`src/rtl/clockdiv_pkg.sv`:
```
// clockdiv_pkg -- shared definitions for the clock-divider controller.
//   state_t            controller FSM encoding (also exposed as dbg_state)
//   MIN_DIV            smallest divisor the divider can produce
//   PKG_DEFAULT_DIV    divisor driven after reset
//   PKG_SETTLE_CYCLES  cycles held after a divisor change before ack
package clockdiv_pkg;

    typedef enum logic [1:0] {
        IDLE      = 2'd0,
        WAIT_EDGE = 2'd1,
        APPLY     = 2'd2,
        SETTLE    = 2'd3
    } state_t;

    localparam logic [15:0] MIN_DIV           = 16'd2;
    localparam int          PKG_DEFAULT_DIV   = 2;
    localparam int          PKG_SETTLE_CYCLES = 4;

endpackage

```
`src/rtl/clockdiv_rr_arb2.sv`:
```
// rr_arb2 -- two-way round-robin arbiter.
//   clk, reset  in   clock, synchronous active-high reset (pointer -> requester 0)
//   req         in   request vector
//   advance     in   a grant is being taken this cycle; pointer moves past winner
//   grant       out  one-hot grant (zero when no request)
//   idx         out  index of the winner (pointer value when idle)
module rr_arb2 (
    input  logic       clk,
    input  logic       reset,
    input  logic [1:0] req,
    input  logic       advance,
    output logic [1:0] grant,
    output logic       idx
);

    // ptr names the requester that wins a tie
    logic ptr;

    always_comb begin
        idx   = ptr;
        grant = 2'b00;
        case (req)
            2'b01:   idx = 1'b0;
            2'b10:   idx = 1'b1;
            default: idx = ptr;
        endcase
        if (|req) begin
            grant[idx] = 1'b1;
        end
    end

    always_ff @(posedge clk) begin
        if (reset) begin
            ptr <= 1'b0;
        end else if (advance) begin
            ptr <= ~idx;
        end
    end

endmodule

```
`src/rtl/clockdiv_ctrl.sv`:
```
// clockdiv_ctrl -- arbitrates divisor-change requests and reprograms a
// clockdiv instance glitch-safely (change applied just after a falling edge
// of clkout, or after a timeout if clkout is stuck).
//   clk, reset  in   clock, synchronous active-high reset
//   req[1:0]    in   per-requester change request
//   div0, div1  in   requested divisors, sampled at grant
//   clkout      in   divided clock looped back from clockdiv
//   divideby    out  divisor driven to clockdiv
//   div_reset   out  reset driven to clockdiv
//   ack, nack   out  one-cycle completion / rejection pulses
//   busy        out  high whenever the FSM is not IDLE
//   owner       out  current or last granted requester
//   dbg_state   out  FSM state for observation
//
// Handshake: a requester raises req[i] with div<i> stable and holds both
// until it sees ack[i] or nack[i] for one cycle; it must then drop req[i]
// for at least one cycle. Once granted the request runs to completion even
// if req[i] falls. No new grant is made in the cycle an ack/nack is shown,
// so a req still high then is not mistaken for a fresh request.
module clockdiv_ctrl
    import clockdiv_pkg::*;
#(
    parameter int DEFAULT_DIV   = PKG_DEFAULT_DIV,
    parameter int SETTLE_CYCLES = PKG_SETTLE_CYCLES
) (
    input  logic        clk,
    input  logic        reset,
    input  logic [1:0]  req,
    input  logic [15:0] div0,
    input  logic [15:0] div1,
    input  logic        clkout,
    output logic [15:0] divideby,
    output logic        div_reset,
    output logic [1:0]  ack,
    output logic [1:0]  nack,
    output logic        busy,
    output logic        owner,
    output state_t      dbg_state
);

    state_t      state, state_n;
    logic [15:0] divideby_n, lat_div, lat_div_n, sel_div;
    logic [16:0] cnt, cnt_n;
    logic [1:0]  ack_n, nack_n, arb_req, arb_grant;
    logic        div_reset_n, busy_n, owner_n, clkout_q, arb_idx, arb_adv;

    assign arb_req   = (state == IDLE && ack == 2'b00 && nack == 2'b00) ? req : 2'b00;
    assign arb_adv   = |arb_req;
    assign sel_div   = arb_grant[1] ? div1 : div0;
    assign dbg_state = state;

    rr_arb2 u_arb (
        .clk     (clk),
        .reset   (reset),
        .req     (arb_req),
        .advance (arb_adv),
        .grant   (arb_grant),
        .idx     (arb_idx)
    );

    always_comb begin
        state_n     = state;
        divideby_n  = divideby;
        lat_div_n   = lat_div;
        cnt_n       = cnt;
        div_reset_n = 1'b0;
        ack_n       = 2'b00;
        nack_n      = 2'b00;
        owner_n     = owner;
        case (state)
            IDLE: begin
                if (arb_adv) begin
                    owner_n   = arb_idx;
                    lat_div_n = sel_div;
                    if (sel_div < MIN_DIV) begin
                        nack_n[arb_idx] = 1'b1;
                    end else if (sel_div == divideby) begin
                        ack_n[arb_idx] = 1'b1;
                    end else begin
                        state_n = WAIT_EDGE;
                        cnt_n   = 17'd0;
                    end
                end
            end
            WAIT_EDGE: begin
                // cnt counts completed WAIT_EDGE cycles; leaving when it
                // reads 2*divideby+1 gives 2*divideby+2 cycles in total.
                if ((clkout_q && !clkout) || cnt == {divideby, 1'b1}) begin
                    state_n     = APPLY;
                    divideby_n  = lat_div;
                    div_reset_n = 1'b1;
                end else begin
                    cnt_n = cnt + 17'd1;
                end
            end
            APPLY: begin
                state_n = SETTLE;
                cnt_n   = 17'd0;
            end
            SETTLE: begin
                if (cnt == 17'(SETTLE_CYCLES - 1)) begin
                    state_n      = IDLE;
                    ack_n[owner] = 1'b1;
                end else begin
                    cnt_n = cnt + 17'd1;
                end
            end
            default: state_n = IDLE;
        endcase
        busy_n = (state_n != IDLE);
    end

    always_ff @(posedge clk) begin
        if (reset) begin
            state     <= IDLE;
            divideby  <= 16'(DEFAULT_DIV);
            lat_div   <= 16'd0;
            cnt       <= 17'd0;
            div_reset <= 1'b1;
            ack       <= 2'b00;
            nack      <= 2'b00;
            busy      <= 1'b0;
            owner     <= 1'b0;
            clkout_q  <= 1'b0;
        end else begin
            state     <= state_n;
            divideby  <= divideby_n;
            lat_div   <= lat_div_n;
            cnt       <= cnt_n;
            div_reset <= div_reset_n;
            ack       <= ack_n;
            nack      <= nack_n;
            busy      <= busy_n;
            owner     <= owner_n;
            clkout_q  <= clkout;
        end
    end

endmodule

```
`config.mk`:
```
export PLATFORM = sky130hd
export DESIGN_NAME = clockdiv_ctrl
export DESIGN_NICKNAME = d
export VERILOG_FILES = /design/src/rtl/clockdiv_pkg.sv /design/src/rtl/clockdiv_rr_arb2.sv /design/src/rtl/clockdiv_ctrl.sv
export SDC_FILE = /design/constraint.sdc
export NUM_CORES = 1
export LEC_CHECK = 0
export ABC_CLOCK_PERIOD_IN_PS = 4200
export BUFFER_PORTS_ARGS = -buffer_cell sky130_fd_sc_hd__buf_2
export CAP_MARGIN = 15
export CORE_UTILIZATION = 31
export DETAILED_ROUTE_END_ITERATION = 8
export PLACE_DENSITY = 0.56
export SYNTH_ARGS = -nofsm -noshare
export SYNTH_HDL_FRONTEND = slang
export SYNTH_SLANG_ARGS = --single-unit
```
`constraint.sdc`:
```
create_clock -name clk -period 4.2 [get_ports clk]
set_clock_uncertainty 0.2 [all_clocks]
set_input_delay 0.21 -clock clk [delete_from_list [all_inputs] [get_ports clk]]
set_output_delay 0.21 -clock clk [all_outputs]
set_load 0.005 [all_outputs]
```
Word-level counts from Yosys, hierarchy flattened
Cells that the tools add are included.
Operators by class
  muxes and demuxes: 27
  divide/modulo/power cells: 0
  reductions and logical operators: 16
  multipliers: 0
  $add $sub $neg: 1
  bitwise gates (word level): 4
  equal/unequal tests: 13
  magnitude comparators: 5
  shift-type cells: 0
Operators with widths (count)
  two-way mux 17 bit: 5
  case mux 17 bit (4 select lines): 1
  two-way mux 2 bit: 11
  adder 17 x 1 -> 17 bit (second input constant): 1
  == test 17 bit: 1
  == test 17 x 2 -> 1 bit (second input constant): 1
  == test 16 bit: 1
  less-than comparator 16 x 2 -> 1 bit (second input constant): 1
  two-way mux 16 bit: 1
  != test 2 bit (second input constant): 5
  case mux 2 bit (4 select lines): 1
  == test 2 bit (second input constant): 3
  zero test 2 bit: 3
  logical AND 1 bit: 5
  AND reduction 5 bit: 1
  == test 2 x 1 -> 1 bit (second input constant): 2
  less-than comparator 1 x 2 -> 1 bit (second input constant): 2
  two-way mux 1 bit: 4
  inverter 1 bit: 4
  case mux 2 bit (2 select lines): 1
  AND reduction 2 bit: 2
  OR reduction 4 bit: 1
  demux 1 bit (select 1 bit): 2
  >= comparator 1 bit (second input constant): 2
  5 further kinds: 5
Word-level totals
  memory bits (writable): 0
  latch bits: 0
  flip-flop bits (word level): 60
  ROM bits: 0
  bits of input ports: 37
  memories kept: 0

Logic depth before layout (Yosys ltp)
  depth in word-level cells: 18
  gate-level depth with buffers: 16
  gate-level depth less buffers: 13

By module
Synthesis repeated with hierarchy kept, for this count alone.
Unflattened totals
  cell total of the unflattened synthesis: 389
  area, all modules: 3369.5 um^2
Modules (own cells, without submodules)
  clockdiv_ctrl: area each 3229.3 um^2, instances 1, cells an instance 374, sequential area each 1181.1 um^2
  rr_arb2: area each 140.1 um^2, instances 1, cells an instance 15, sequential area each 20.0 um^2

Least setup slack after synthesis
OpenSTA, ideal clock, no wires.
  kind: register to register
  from: reg state[0] (netlist: dbg_state[0])
  to: reg cnt[0]
  buffers on the path: 2
  stages on the path, launching flop included: 15
  setup slack: 703 ps
  library setup time: 124 ps
  required time: 3876 ps
  data arrival time: 3172 ps
  cells stage by stage: dfxtp_1 inv_1 ha_1 nand4_1 ha_1 mux2i_2 nor2_4 or4_1 a221oi_2 nand4_2 nand2_2 buf_6 buf_12 mux2i_1 nor2_1
Between the ends
  word-level cells in the longest chain between the ends: 15
  elaborated cells between the ends (all ways): 27
  those cells by class: order compare: 3; eq/ne: 11; mux: 7; reduce/logical: 6
Ends and longest elaborated chain
  start: declaration: line clockdiv_ctrl.sv:41  | state_t state, state_n;
  start signal: assignment: line clockdiv_ctrl.sv:126  | state <= state_n;
  zero test 2 bit: line clockdiv_ctrl.sv:47, clockdiv_ctrl.sv:70
  logical AND 1 bit (2 in series): line clockdiv_ctrl.sv:47  | assign arb_req = (state == IDLE && ack == 2'b00 && nack == 2'b00) ? req : 2'b00;
  two-way mux 2 bit: line clockdiv_ctrl.sv:47
  == test 2 bit or == test 2 x 1 -> 1 bit (tied branches): line clockdiv_rr_arb2.sv:22  | case (req)
  case mux 1 bit (2 select lines): line clockdiv_rr_arb2.sv:22
  less-than comparator 1 x 2 -> 1 bit (not written as such) or >= comparator 1 bit (tied branches): line clockdiv_rr_arb2.sv:28  | grant[idx] = 1'b1;
  logical AND 1 bit (not written as such): line clockdiv_rr_arb2.sv:28
  two-way mux 1 bit (not written as such): line clockdiv_rr_arb2.sv:28
  demux 1 bit (select 1 bit)
  two-way mux 2 bit: line clockdiv_rr_arb2.sv:27  | if (|req) begin
  two-way mux 16 bit: line clockdiv_ctrl.sv:49  | assign sel_div = arb_grant[1] ? div1 : div0;
  less-than comparator 16 x 2 -> 1 bit or == test 16 bit (tied branches): line clockdiv_ctrl.sv:75, clockdiv_ctrl.sv:77
  != test 2 bit (no line)
  AND reduction 5 bit (no line)
  end signal: assignment: line clockdiv_ctrl.sv:129  | cnt <= cnt_n;
  end: declaration: line clockdiv_ctrl.sv:43  | logic [16:0] cnt, cnt_n;
Several ways; a longest one is shown, not always the timed one.
A chain may end at the register's enable or synchronous reset.

Final worst setup path
  from: reg state[0] (netlist: dbg_state[0])
  to: reg busy
Between the ends
  word-level cells in the longest chain between the ends: 18
  elaborated cells between the ends (all ways): 27
  those cells by class: order compare: 3; eq/ne: 6; mux: 12; reduce/logical: 6
Ends and longest elaborated chain
  branches (longest 16 deep; another with less-than comparator 1 x 2 -> 1 bit)
  case mux 2 bit (4 select lines) (*): line clockdiv_ctrl.sv:70  | case (state)
  nonzero test 2 bit (*): line clockdiv_ctrl.sv:110  | busy_n = (state_n != IDLE);
  end signal: assignment: line clockdiv_ctrl.sv:133  | busy <= busy_n;
  end: declaration: line clockdiv_ctrl.sv:36  | output logic busy,
Every way passes the cells marked *.

==> metrics.csv <==
stage,metric,value,unit
status,status,"finished, final reports clean",
global_route,track_usage,0.184,
min_path,hp-class,in -> reg,
worst_setup_path,cp_top_family,simple AND/OR/NAND/NOR gates,
clocking,cts.htree.levels,3,
worst_setup_path,crit_type,reg -> reg,
clocking,cts-root-buf,clkbuf_16,
sta,slew_viol_final,0,
layout,final_nets,516,
worst_setup_path,path_cells,"inv_1, ha_1, nand4_1, ha_1, mux2i_2, nor2_4, or4_1, a221oi_2, nand4_1, and3_1, a221oi_2, a21oi_1",
synth,syn_area,3530,sq um
clocking,post_cts_buffers,0,
sta,tns,0,ns
placed_design,dp_hpwl,7740,um
synth,synthDistinctLibCells,64,
synth,syn_area_per_cell,8.61,sq um
synth,ys_async_sr_fraction,0,
floorplanning,dieArea,11800,sq um
layout,nFillCells,1107,
floorplanning,die_w,109,um
floorplanning,rows,38,
route,drc,0,
worst_setup_path,crit_buf_inv,1,
global_route,grt_max_degree,34,
sta,setup_violations,0,
sta,grt_setup_unrepaired,no,
clocking,cts.sinks,60,
route,wl_per_cell,16.5,um
clocking,cts_buffer_depth,2,
sta,period_needed,3.92,ns
global_route,grt_remaining_overflow,0,
sta,relSlewSlack,0.336,
worst_setup_path,cp.required,4.18,ns
power_and_ir_drop,p_leak,1.91,nW
placed_design,portBuffers,61,
floorplanning,core_area,11000,sq um
synth,synth_edf_count,0,
clocking,cts_tree,built,
route,vias,3216,
route,drt_first_pass_iters,5,
global_route,antenna_found_initial,0,
global_route,grt_use_met1,0.253,
global_route,grt_pass1_wl,16500,um
floorplanning,pin_count,62,
job,cap_violations,0,
placed_design,place_congestion,0.918,
global_route,grt_use_met3,0.0395,
layout,multi_input_area,2160,sq um
worst_setup_path,startpoint_type,flop,
layout,diodes,0,
global_route,global_route.peak_usage_layer,met2,
power_and_ir_drop,power.density,396,nW/um^2
global_route,grt_use_met2,0.283,
worst_setup_path,cp_max_fo,8,
synth,synthFlopType,dfxtp_1,
floorplanning,die_h,109,um
clocking,insertion_delay,0.33,ns
sta,worstMarginPinSlew,0.994,ns
layout,drive_gt1_frac,0.235,
synth,ys_ff_latch,60,
worst_setup_path,endpoint_kind,flop,
clocking,cts_buffers,9,
worst_setup_path,crit_arrival,3.90,ns
worst_setup_path,slowest_delay,0.57,ns
sta,fmax,0.255,GHz
sta,fin_ws,0.279,ns
global_route,grt_pass1_vias,3112,
route,drt-vias-per-instance,5.22,
synth,seq_area_frac_synth,0.340,
synth,synth_area_leaders,"dfxtp_1 (34%), mux2i_1 (7.9%), xor2_1 (5.5%)",
power_and_ir_drop,irDropWorstVdd,0.000294,V
synth,yosysWarnings,0,
route,drt_iter0_drc,164,
route,wirelength,10200,um
placed_design,place_ws,0.268,ns
sta,finalCritPeriodShare,0.933,
sta,hold_viol_final,0,
layout,register_area,1200,sq um
synth,yosysTopAreaCellShare,0.340,
synth,synth_area_leader_cell,dfxtp_1,
synth,syn_inst,410,
worst_setup_path,slowest_stage,or4_1,
clocking,clk_pin_slew,0.05,ns
floorplanning,initial_core_util,0.322,
synth,syn_nets,455,
route,ant_nets,0,
layout,area_growth,20.4,%
registers in the layout, summed over array words and instances (netlist names):
register and count:
ack 2, dbg_state 2, owner 1, clkout_q 1
cnt 17, busy 1, lat_div 16, nack 2
u_arb.ptr 1, div_reset 1, divideby 16
repair_timing:
| action | in CTS | in global routing |
|---|---|---|
| resized for setup | 0 | 1 |
| endpoints found under the setup margin | 0 | 1 |
| hold buffers | 1 | 0 |
| hold endpoints to repair | 1 | 0 |
where the power goes:
part / switching, W / internal [W]
clock network: 0.000252 / 0.000532
logic: 0.000169 / 0.000107
registers: 0.0000227 / 0.000603
total: 0.000444 / 0.00124
kinds of logic (layout without fill, tap and decap cells):
logic type | after synthesis | count (layout) | share of synthesized area
AO/OA/AOI/OAI | 84 | 84 | 0.169
XOR/XNOR | 28 | 28 | 0.0694
adder cells (fa/ha/maj) | 8 | 8 | 0.0283
buffers and inverters | 33 | 99 | 0.0507
flip-flops | 60 | 60 | 0.340
multiplexers | 30 | 30 | 0.0875
AND/OR/NAND/NOR | 167 | 167 | 0.255
layout make-up:
| cell class | count | share of cell area |
|---|---|---|
| Multi-Input combinational cell | 317 | 0.507 |
| Sequential cell | 60 | 0.282 |
| Timing Repair Buffer | 64 | 0.0777 |
| Clock buffer | 11 | 0.0571 |
| Tap cell | 140 | 0.0412 |
| Clock inverter | 5 | 0.0177 |
| Inverter | 19 | 0.0168 |
worst paths after layout:
| path | from | endpoint | slack (ns) | cells past startpoint |
|---|---|---|---|---|
| worst min-delay path | div0[8] | lat_div[8]$_SDFFE_PP0P_ | 0.01 | 3 |
| worst min register to register | lat_div[8]$_SDFFE_PP0P_ | lat_div[8]$_SDFFE_PP0P_ | 0.25 | 2 |
| worst max-delay path | dbg_state[0]$_SDFF_PP0_ | busy$_SDFF_PP0_ | 0.28 | 12 |
| worst max register to register | dbg_state[0]$_SDFF_PP0_ | busy$_SDFF_PP0_ | 0.28 | 12 |
synthesized netlist by cell type (all sizes together) (2+ instances only):
cell      n
nor2     39
or3       6
buf       6
nand4    13
o22ai     3
and4      2
o2111ai   2
nor3     12
nand2b    5
nor4     12
dfxtp    60
inv      19
nand2    30
a21oi    22
a21boi    7
or4b      2
xor2     22
or4       5
o21ai    31
nand3b    2
a222oi    2
mux2i    29
nand3     8
clkbuf    7
a2111oi   5
a221oi    2
and3      6
xnor2     6
nor2b    13
ha        8
and2      9
layer usage:
layer  vias to the layer above  routed length (um)
met5                         -                   0
met4                         0                 143
met3                        13                 565
met2                        89                4540
met1                      1517                4940
li1                       1597                   -
tightest hold or removal path, cell delays in order:
cell and delay, ns:
buf_2 0.11, mux2i_1 0.07, o21ai_0 0.12
through the flow:
| step | util | std cells | hold slack, ns | area [sq um] | total power (W) |
|---|---|---|---|---|---|
| final | 0.387 | 616 | 0.0143 | 4250 | 0.00169 |
| after global placement | 0.357 | 599 | 0.240 | 3920 | 0.000906 |
| after detailed placement | 0.357 | 599 | 0.244 | 3920 | 0.000909 |
| after global routing | 0.387 | 616 | 0.0271 | 4250 | 0.00176 |
| after floorplan | - | 410 | 0.138 | 3530 | 0.000840 |
| after CTS | 0.387 | 616 | 0.0103 | 4250 | 0.00170 |
placed cells by master (no fill, tap or decap), drive strengths merged, types with 2 or more instances in the layout:
master / count
buf: 63
dfxtp: 60
nor2: 39
o21ai: 31
nand2: 30
mux2i: 29
xor2: 22
a21oi: 22
inv: 19
nor2b: 13
nand4: 13
nor3: 12
nor4: 12
clkbuf: 11
and2: 9
nand3: 8
ha: 8
a21boi: 7
xnor2: 6
and3: 6
or3: 6
nand2b: 5
a2111oi: 5
or4: 5
clkinv: 3
o22ai: 3
a222oi: 2
o2111ai: 2
a221oi: 2
nand3b: 2
and4: 2
bufinv: 2
or4b: 2
Power figures use the tool's default switching activity.
